File: src/rtl/apb_regfile_slave.sv
// APB completer with a bank of byte-strobed RW registers, a read-only STATUS word
// ({err_cnt, xfer_cnt}) at word index NREGS, and a fixed number of wait states.
// Optional macro APB_REGFILE_SLAVE_PROT_CHECK_EN: unprivileged writes to register 0
// complete with an error and leave the register untouched.
`timescale 1ns/1ps
module apb_regfile_slave #(
  parameter int unsigned         ADDR_W      = 32,
  parameter logic [ADDR_W-1:0]   BASE_ADDR   = '0,
  parameter int unsigned         NREGS       = 8,
  parameter int unsigned         WAIT_STATES = 1
) (
  input  logic                  apb_clk_i,
  input  logic                  apb_resetn_i,
  input  logic [ADDR_W-1:0]     apb_addr_i,
  input  logic                  apb_sel_i,
  input  logic                  apb_enable_i,
  input  logic                  apb_write_i,
  input  logic [3:0]            apb_strb_i,
  input  logic [2:0]            apb_prot_i,
  input  logic [31:0]           apb_wdata_i,
  output logic                  apb_ready_o,
  output logic [31:0]           apb_rdata_o,
  output logic                  apb_slverr_o,
  output logic [NREGS*32-1:0]   regs_o
);

  localparam int unsigned IdxW = (NREGS > 1) ? $clog2(NREGS) : 1;

  typedef enum logic [0:0] {StIdle, StAccess} state_e;

  state_e            state_q, state_d;
  logic [3:0]        wait_cnt_q, wait_cnt_d;
  logic              is_reg_q, is_reg_d;
  logic              is_stat_q, is_stat_d;
  logic [IdxW-1:0]   idx_q, idx_d;
  logic              write_q, write_d;
  logic [3:0]        strb_q, strb_d;
  logic [31:0]       wdata_q, wdata_d;
  logic              ready_q, ready_d;
  logic [31:0]       rdata_q, rdata_d;
  logic              slverr_q, slverr_d;
  logic [15:0]       xfer_cnt_q, xfer_cnt_d;
  logic [15:0]       err_cnt_q, err_cnt_d;
  logic [31:0]       regs_q [NREGS];
  logic [31:0]       regs_d [NREGS];

  // Address decode of the live bus address (used at the setup edge)
  logic [ADDR_W-1:0] offset;
  logic [ADDR_W-1:0] word;
  logic              live_is_reg, live_is_stat;
  logic [IdxW-1:0]   live_idx;

  // Response inputs: live bus in IDLE (zero-wait response), captured fields in ACCESS
  logic              cur_is_reg, cur_is_stat, cur_write;
  logic [IdxW-1:0]   cur_idx;
  logic              prot_err;
  logic              resp_err;
  logic [31:0]       resp_rdata;

`ifdef APB_REGFILE_SLAVE_PROT_CHECK_EN
  logic [2:0]        prot_q, prot_d;
  logic [2:0]        cur_prot;
`else
  logic              unused_prot;
  assign unused_prot = ^apb_prot_i;
`endif

  // Decode byte address into word index relative to BASE_ADDR
  always_comb begin
    offset       = apb_addr_i - BASE_ADDR;
    word         = offset >> 2;
    live_is_reg  = (apb_addr_i >= BASE_ADDR) && (word < ADDR_W'(NREGS));
    live_is_stat = (apb_addr_i >= BASE_ADDR) && (word == ADDR_W'(NREGS));
    live_idx     = word[IdxW-1:0];
  end

  // Build the response (error flag and read data) for the transfer in flight
  always_comb begin
    if (state_q == StIdle) begin
      cur_is_reg  = live_is_reg;
      cur_is_stat = live_is_stat;
      cur_write   = apb_write_i;
      cur_idx     = live_idx;
    end else begin
      cur_is_reg  = is_reg_q;
      cur_is_stat = is_stat_q;
      cur_write   = write_q;
      cur_idx     = idx_q;
    end
`ifdef APB_REGFILE_SLAVE_PROT_CHECK_EN
    cur_prot = (state_q == StIdle) ? apb_prot_i : prot_q;
    prot_err = cur_write && cur_is_reg && (cur_idx == '0) && !cur_prot[0];
`else
    prot_err = 1'b0;
`endif
    resp_err = (!cur_is_reg && !cur_is_stat) || (cur_write && cur_is_stat) || prot_err;
    resp_rdata = '0;
    if (!cur_write && !resp_err) begin
      resp_rdata = cur_is_stat ? {err_cnt_q, xfer_cnt_q} : regs_q[cur_idx];
    end
  end

  // Transfer FSM: next state, captured fields, response, commit and counters
  always_comb begin
    state_d    = state_q;
    wait_cnt_d = wait_cnt_q;
    is_reg_d   = is_reg_q;
    is_stat_d  = is_stat_q;
    idx_d      = idx_q;
    write_d    = write_q;
    strb_d     = strb_q;
    wdata_d    = wdata_q;
    ready_d    = 1'b0;
    rdata_d    = '0;
    slverr_d   = 1'b0;
    xfer_cnt_d = xfer_cnt_q;
    err_cnt_d  = err_cnt_q;
    regs_d     = regs_q;
`ifdef APB_REGFILE_SLAVE_PROT_CHECK_EN
    prot_d     = prot_q;
`endif
    unique case (state_q)
      StIdle: begin
        if (apb_sel_i && !apb_enable_i) begin
          is_reg_d   = live_is_reg;
          is_stat_d  = live_is_stat;
          idx_d      = live_idx;
          write_d    = apb_write_i;
          strb_d     = apb_strb_i;
          wdata_d    = apb_wdata_i;
`ifdef APB_REGFILE_SLAVE_PROT_CHECK_EN
          prot_d     = apb_prot_i;
`endif
          wait_cnt_d = 4'(WAIT_STATES);
          state_d    = StAccess;
          if (WAIT_STATES == 0) begin
            ready_d  = 1'b1;
            rdata_d  = resp_rdata;
            slverr_d = resp_err;
          end
        end
      end
      StAccess: begin
        if (!apb_sel_i) begin
          // Aborted transfer: no commit, no counter change
          state_d = StIdle;
        end else if (apb_enable_i && ready_q) begin
          // slverr_q already encodes every reason a write must not land
          if (write_q && !slverr_q) begin
            for (int b = 0; b < 4; b++) begin
              if (strb_q[b]) regs_d[idx_q][8*b +: 8] = wdata_q[8*b +: 8];
            end
          end
          if (xfer_cnt_q != 16'hFFFF) xfer_cnt_d = xfer_cnt_q + 16'd1;
          if (slverr_q && (err_cnt_q != 16'hFFFF)) err_cnt_d = err_cnt_q + 16'd1;
          state_d = StIdle;
        end else begin
          // Hold the response until the requester completes the transfer
          ready_d  = ready_q;
          rdata_d  = rdata_q;
          slverr_d = slverr_q;
          if (apb_enable_i && (wait_cnt_q != 4'd0)) begin
            wait_cnt_d = wait_cnt_q - 4'd1;
            if (wait_cnt_q == 4'd1) begin
              ready_d  = 1'b1;
              rdata_d  = resp_rdata;
              slverr_d = resp_err;
            end
          end
        end
      end
      default: state_d = StIdle;
    endcase
  end

  // State and register bank, cleared asynchronously
  always_ff @(posedge apb_clk_i or negedge apb_resetn_i) begin
    if (!apb_resetn_i) begin
      state_q    <= StIdle;
      wait_cnt_q <= '0;
      is_reg_q   <= 1'b0;
      is_stat_q  <= 1'b0;
      idx_q      <= '0;
      write_q    <= 1'b0;
      strb_q     <= '0;
      wdata_q    <= '0;
      ready_q    <= 1'b0;
      rdata_q    <= '0;
      slverr_q   <= 1'b0;
      xfer_cnt_q <= '0;
      err_cnt_q  <= '0;
`ifdef APB_REGFILE_SLAVE_PROT_CHECK_EN
      prot_q     <= '0;
`endif
      for (int k = 0; k < NREGS; k++) regs_q[k] <= '0;
    end else begin
      state_q    <= state_d;
      wait_cnt_q <= wait_cnt_d;
      is_reg_q   <= is_reg_d;
      is_stat_q  <= is_stat_d;
      idx_q      <= idx_d;
      write_q    <= write_d;
      strb_q     <= strb_d;
      wdata_q    <= wdata_d;
      ready_q    <= ready_d;
      rdata_q    <= rdata_d;
      slverr_q   <= slverr_d;
      xfer_cnt_q <= xfer_cnt_d;
      err_cnt_q  <= err_cnt_d;
`ifdef APB_REGFILE_SLAVE_PROT_CHECK_EN
      prot_q     <= prot_d;
`endif
      for (int k = 0; k < NREGS; k++) regs_q[k] <= regs_d[k];
    end
  end

  assign apb_ready_o  = ready_q;
  assign apb_rdata_o  = rdata_q;
  assign apb_slverr_o = slverr_q;

  for (genvar k = 0; k < NREGS; k++) begin : g_regs_out
    assign regs_o[32*k +: 32] = regs_q[k];
  end

endmodule
File: config.mk
export PLATFORM = sky130hd
export DESIGN_NAME = apb_regfile_slave
export DESIGN_NICKNAME = d
export VERILOG_FILES = /design/src/rtl/apb_regfile_slave.sv
export SDC_FILE = /design/constraint.sdc
export NUM_CORES = 1
export LEC_CHECK = 0
export ABC_AREA = 1
export BUFFER_PORTS_ARGS = -buffer_cell sky130_fd_sc_hd__buf_2
export CORE_ASPECT_RATIO = 2
export CORE_MARGIN = 3
export CORE_UTILIZATION = 55
export CTS_CLUSTER_DIAMETER = 40
export DETAILED_ROUTE_END_ITERATION = 16
export HOLD_SLACK_MARGIN = 0.12
export PLACE_DENSITY = 0.8
export SETUP_SLACK_MARGIN = 0.5
export SYNTH_ARGS = -nofsm -noshare
export SYNTH_HDL_FRONTEND = slang
export SYNTH_SLANG_ARGS = --single-unit
File: constraint.sdc
create_clock -name apb_clk_i -period 2.2 [get_ports apb_clk_i]
set_input_delay 0.11 -clock apb_clk_i [delete_from_list [all_inputs] [get_ports apb_clk_i]]
set_output_delay 0.11 -clock apb_clk_i [all_outputs]
set_load 0.05 [all_outputs]
==> results.txt <==
----------------------------------------------------
[Layout]
  Area of all placed cells without fillers ... 25,370 µm²
  Proportion of layout cells with a drive suffix above 1 ... 0.4326
  Number of fill cells ... 1,558
  FF+latch area ... 9241 µm²
  Post-layout net count ... 2,446
  Area growth, synth to finish ... 47.71%
  Area of the multi-input gates ... 9425 µm²

[Power and ir drop]
  Power density cells ... 723.8 nW/µm²
  Leakage power of the design ... 12.96 nW
  Worst supply voltage drop on vdd ... 758.2 µV

[Timing]
  Setup clock skew after layout ... 29.09 ps
  F_max ... 0.4527 GHz
  Post-route setup TNS ... -8.920 ps
  Final worst-path cycle share ... 1.004
  Final-report hold violation count ... 0
  Slew HR ... 0.6129
  Minimum period implied by the final worst setup slack ... 2209 ps
  Final critical-path setup slack ... -8.920 ps
  Transition time at the pin with the least slew margin ... 580.7 ps
  Setup repair after global routing missed its margin ... true
  Final-report setup violation count ... 1
  Number of pins exceeding their max-slew limit in the final report ... 0

[Critical path]
  Worst path required time ... 2610 ps
  Slowest-stage cell, CP ... sky130_fd_sc_hd__dfrtp_2
  CP bufs+invs ... 3
  Worst path most repeated cell ... sky130_fd_sc_hd__nand3_1
  R2r setup slk ... -9 ps
  Critical Path Max Stage Delay ... 520 ps
  Top fanout value on the critical path ... 8
  Element type at the critical path end ... flip-flop
  Crit path max-delay family ... simple AND/OR/NAND/NOR gates
  Kind of start point of the critical path ... flip-flop
  Start-to-end type of the worst setup path ... flip-flop to flip-flop
  Critical path, cell by cell ... clkbuf_16 > o21ai_4 > buf_6 > clkbuf_16 > nand3_1 > nand3_1 > nand3_1 > nand3_1 > nand2_1
  Critical Path AT ... 2620 ps

[Clock tree]
  CTS Sinks ... 369
  CTS clk-pin slew, worst paths ... 60 ps
  Later-pin clock latency in the skew report ... 560 ps
  Maximum buffer depth of the clock tree ... 3
  H-tree level count ... 2
  Cts bufs inserted ... 37
  TritonCTS clock tree ... done
  Clk root buf ... sky130_fd_sc_hd__clkbuf_16

[Synthesis]
  Main area contributors after synthesis ... sky130_fd_sc_hd__dfrtp_1 54%, sky130_fd_sc_hd__mux2_2 13%, sky130_fd_sc_hd__nand2_1 13%, sky130_fd_sc_hd__nand3_1 8.0%, sky130_fd_sc_hd__o21ai_0 2.7%
  Count of mapped cells out of synthesis ... 1,846
  Fraction of registers with async set or reset after synthesis ... 1.000
  Area share of the leading cell type in the synthesized netlist ... 0.5376
  Leading area contributor after synthesis ... sky130_fd_sc_hd__dfrtp_1
  Post-synth EDFFs ... 0
  Ys Warns ... 0
  Proportion of synthesized chip area in sequential cells ... 0.5376
  Dominant synthesized flop cell ... sky130_fd_sc_hd__dfrtp_1
  Count of state elements after synthesis ... 369
  Cell area after synthesis ... 17,180 µm²
  Syn nets ... 1,927
  Mean cell area of the mapped netlist ... 9.305 µm²
  Post-synthesis cell type count ... 32

[Place]
  Area after detailed placement ... 20,120 µm²
  Final weighted congestion of routability-driven global placement ... 0.9870
  Buffers added on ports ... 360
  Post-DP HPWL ... 42.98 mm

[GRT]
  Initial antenna violation count ... 4
  GRT Overall Usage ... 0.3870
  Global-route wire length before repair ... 98.09 mm
  Total gr overflow ... 0
  Largest net degree at the start of global routing ... 63
  Number of global-route vias before repair ... 16,780

[Route]
  Number of optimization iterations in the first detailed-route pass ... 6
  Routed length per placed instance ... 28.59 µm
  DRC viols ... 0
  Starting DRC count in detailed routing ... 2,191
  DRT Wirelength ... 80.32 mm
  Vias after detailed routing ... 17,930
  Post-DRT Antenna Nets ... 0
  Vias per inst ... 6.382

[Floorplanning]
  Vert. Die Dim ... 255.9 µm
  Top-level port count ... 366
  Num rows ... 90
  Total Die Area ... 33,520 µm²
  Floorplan die width ... 131.0 µm
  Starting utilization of the core area ... 0.5629
  Core ar. ... 30,520 µm²

[Worst hold path]
  Worst min-delay path class ... primary input to async pin

[Run]
  Max-cap violation count ... 0

[Status]
  Violated checks ... negative setup slack
  Run status ... complete, but fails checks

----------------------------------------------------
## path summary, 6_finish.rpt
check                                             from                          end  cells past startpoint
max in group asynchronous                 apb_resetn_i      regs_o[217]$_DFFE_PN0P_                      4
min                                       apb_resetn_i      regs_o[199]$_DFFE_PN0P_                      2
max                                  state_q$_DFF_PN0_  apb_rdata_o[11]$_DFFE_PN0P_                      9
min reg2reg                apb_rdata_o[16]$_DFFE_PN0P_  apb_rdata_o[16]$_DFFE_PN0P_                      2
max reg2reg                          state_q$_DFF_PN0_  apb_rdata_o[11]$_DFFE_PN0P_                      9
min in group apb_clk_i                  apb_addr_i[14]     apb_slverr_o$_DFFE_PN0P_                      9
## cells in the mapped netlist (6+ instances only)
master	instances
sky130_fd_sc_hd__nor3_1	16
sky130_fd_sc_hd__nand2_1	575
sky130_fd_sc_hd__nor2_1	40
sky130_fd_sc_hd__dfrtp_1	369
sky130_fd_sc_hd__clkbuf_1	41
sky130_fd_sc_hd__buf_2	29
sky130_fd_sc_hd__nand4_1	6
sky130_fd_sc_hd__xor2_1	29
sky130_fd_sc_hd__mux2_2	192
sky130_fd_sc_hd__buf_6	6
sky130_fd_sc_hd__nor2_2	24
sky130_fd_sc_hd__o21ai_0	91
sky130_fd_sc_hd__inv_1	89
sky130_fd_sc_hd__nand3_1	273
sky130_fd_sc_hd__a21oi_1	31
## timing repair
action,4_1_cts,5_1_grt
gates resized for setup,189,387
buffers inserted,17,42
setup endpoints to repair,347,346
hold endpoints to repair,337,0
pin swaps,14,115
gates cloned,6,29
hold buffers,48,0
## final cells by class
type                    count  area share
diodes                      5   0.0004931
clock inverters            19    0.009666
multi-input cells        1310      0.3715
well taps                 414     0.02042
flip-flops and latches    369      0.3642
inverters                  91     0.01440
clock buffers              45     0.03886
repair buffers            556      0.1804
## flip-flops by register name (all words and copies together) (netlist names), 3 cells and up
name	flops
idx_q	3
strb_q	4
wait_cnt_q	4
xfer_cnt_q	16
err_cnt_q	16
apb_rdata_o	32
regs_o	256
wdata_q	32
## metal layers
layer | vias to the layer above | part of all wire | global-route usage | wire length, µm
li1 | 7172 | - | - | -
met1 | 8588 | 0.29 | 0.4003 | 23050
met2 | 1536 | 0.48 | 0.6445 | 38160
met3 | 632 | 0.11 | 0.08688 | 8677
met4 | 0 | 0.13 | 0.3212 | 10440
met5 | - | 0 | 0 | 0
## power by group
part | leakage, nW | total (mW) | switching, mW | internal (mW)
logic | 7.38 | 4.21 | 2.70 | 1.50
registers | 4.97 | 7.50 | 0.486 | 7.02
clock network | 0.601 | 6.65 | 2.85 | 3.81
## layout by cell type, fill, tap and decap left out, types with 45 or more instances in the layout
cell                            count
sky130_fd_sc_hd__clkbuf_16         55
sky130_fd_sc_hd__nand3_1          173
sky130_fd_sc_hd__nand3_2           93
sky130_fd_sc_hd__o21ai_0           54
sky130_fd_sc_hd__buf_4             45
sky130_fd_sc_hd__mux2_4           183
sky130_fd_sc_hd__dfrtp_1          363
sky130_fd_sc_hd__dlygate4sd3_1     48
sky130_fd_sc_hd__buf_12            46
sky130_fd_sc_hd__inv_1             77
sky130_fd_sc_hd__buf_2            359
sky130_fd_sc_hd__nand2_1          509
## through the flow
step           setup WS [ps]  utilization  power (mW)  instances  hold WS [ps]
2_1_floorplan          199.6            -       8.861       1846        -185.6
3_3_place_gp           161.4       0.6594       9.950       2598         89.83
3_5_place_dp           99.57       0.6594       10.03       2598         101.0
4_1_cts                292.1       0.7515       16.90       2733         164.8
5_1_grt               -30.69       0.8314       18.75       2809         174.7
6_report              -8.920       0.8314       18.37       2809         133.4
## logic make-up (layout without fill, tap and decap cells)
family / Yosys count / count (layout) / synth area share
adders and majority gates: 5 / 5 / 0.003642
buffers and inverters: 173 / 711 / 0.04276
other: 0 / 5 / 0
and+or+nand+nor: 946 / 952 / 0.2353
xor gates and xnor gates: 31 / 31 / 0.01581
muxes: 192 / 192 / 0.1259
AOI/OAI and AO/OA: 130 / 130 / 0.03904
DFF: 369 / 369 / 0.5376
Note: power is estimated with default switching activity, not from simulation.
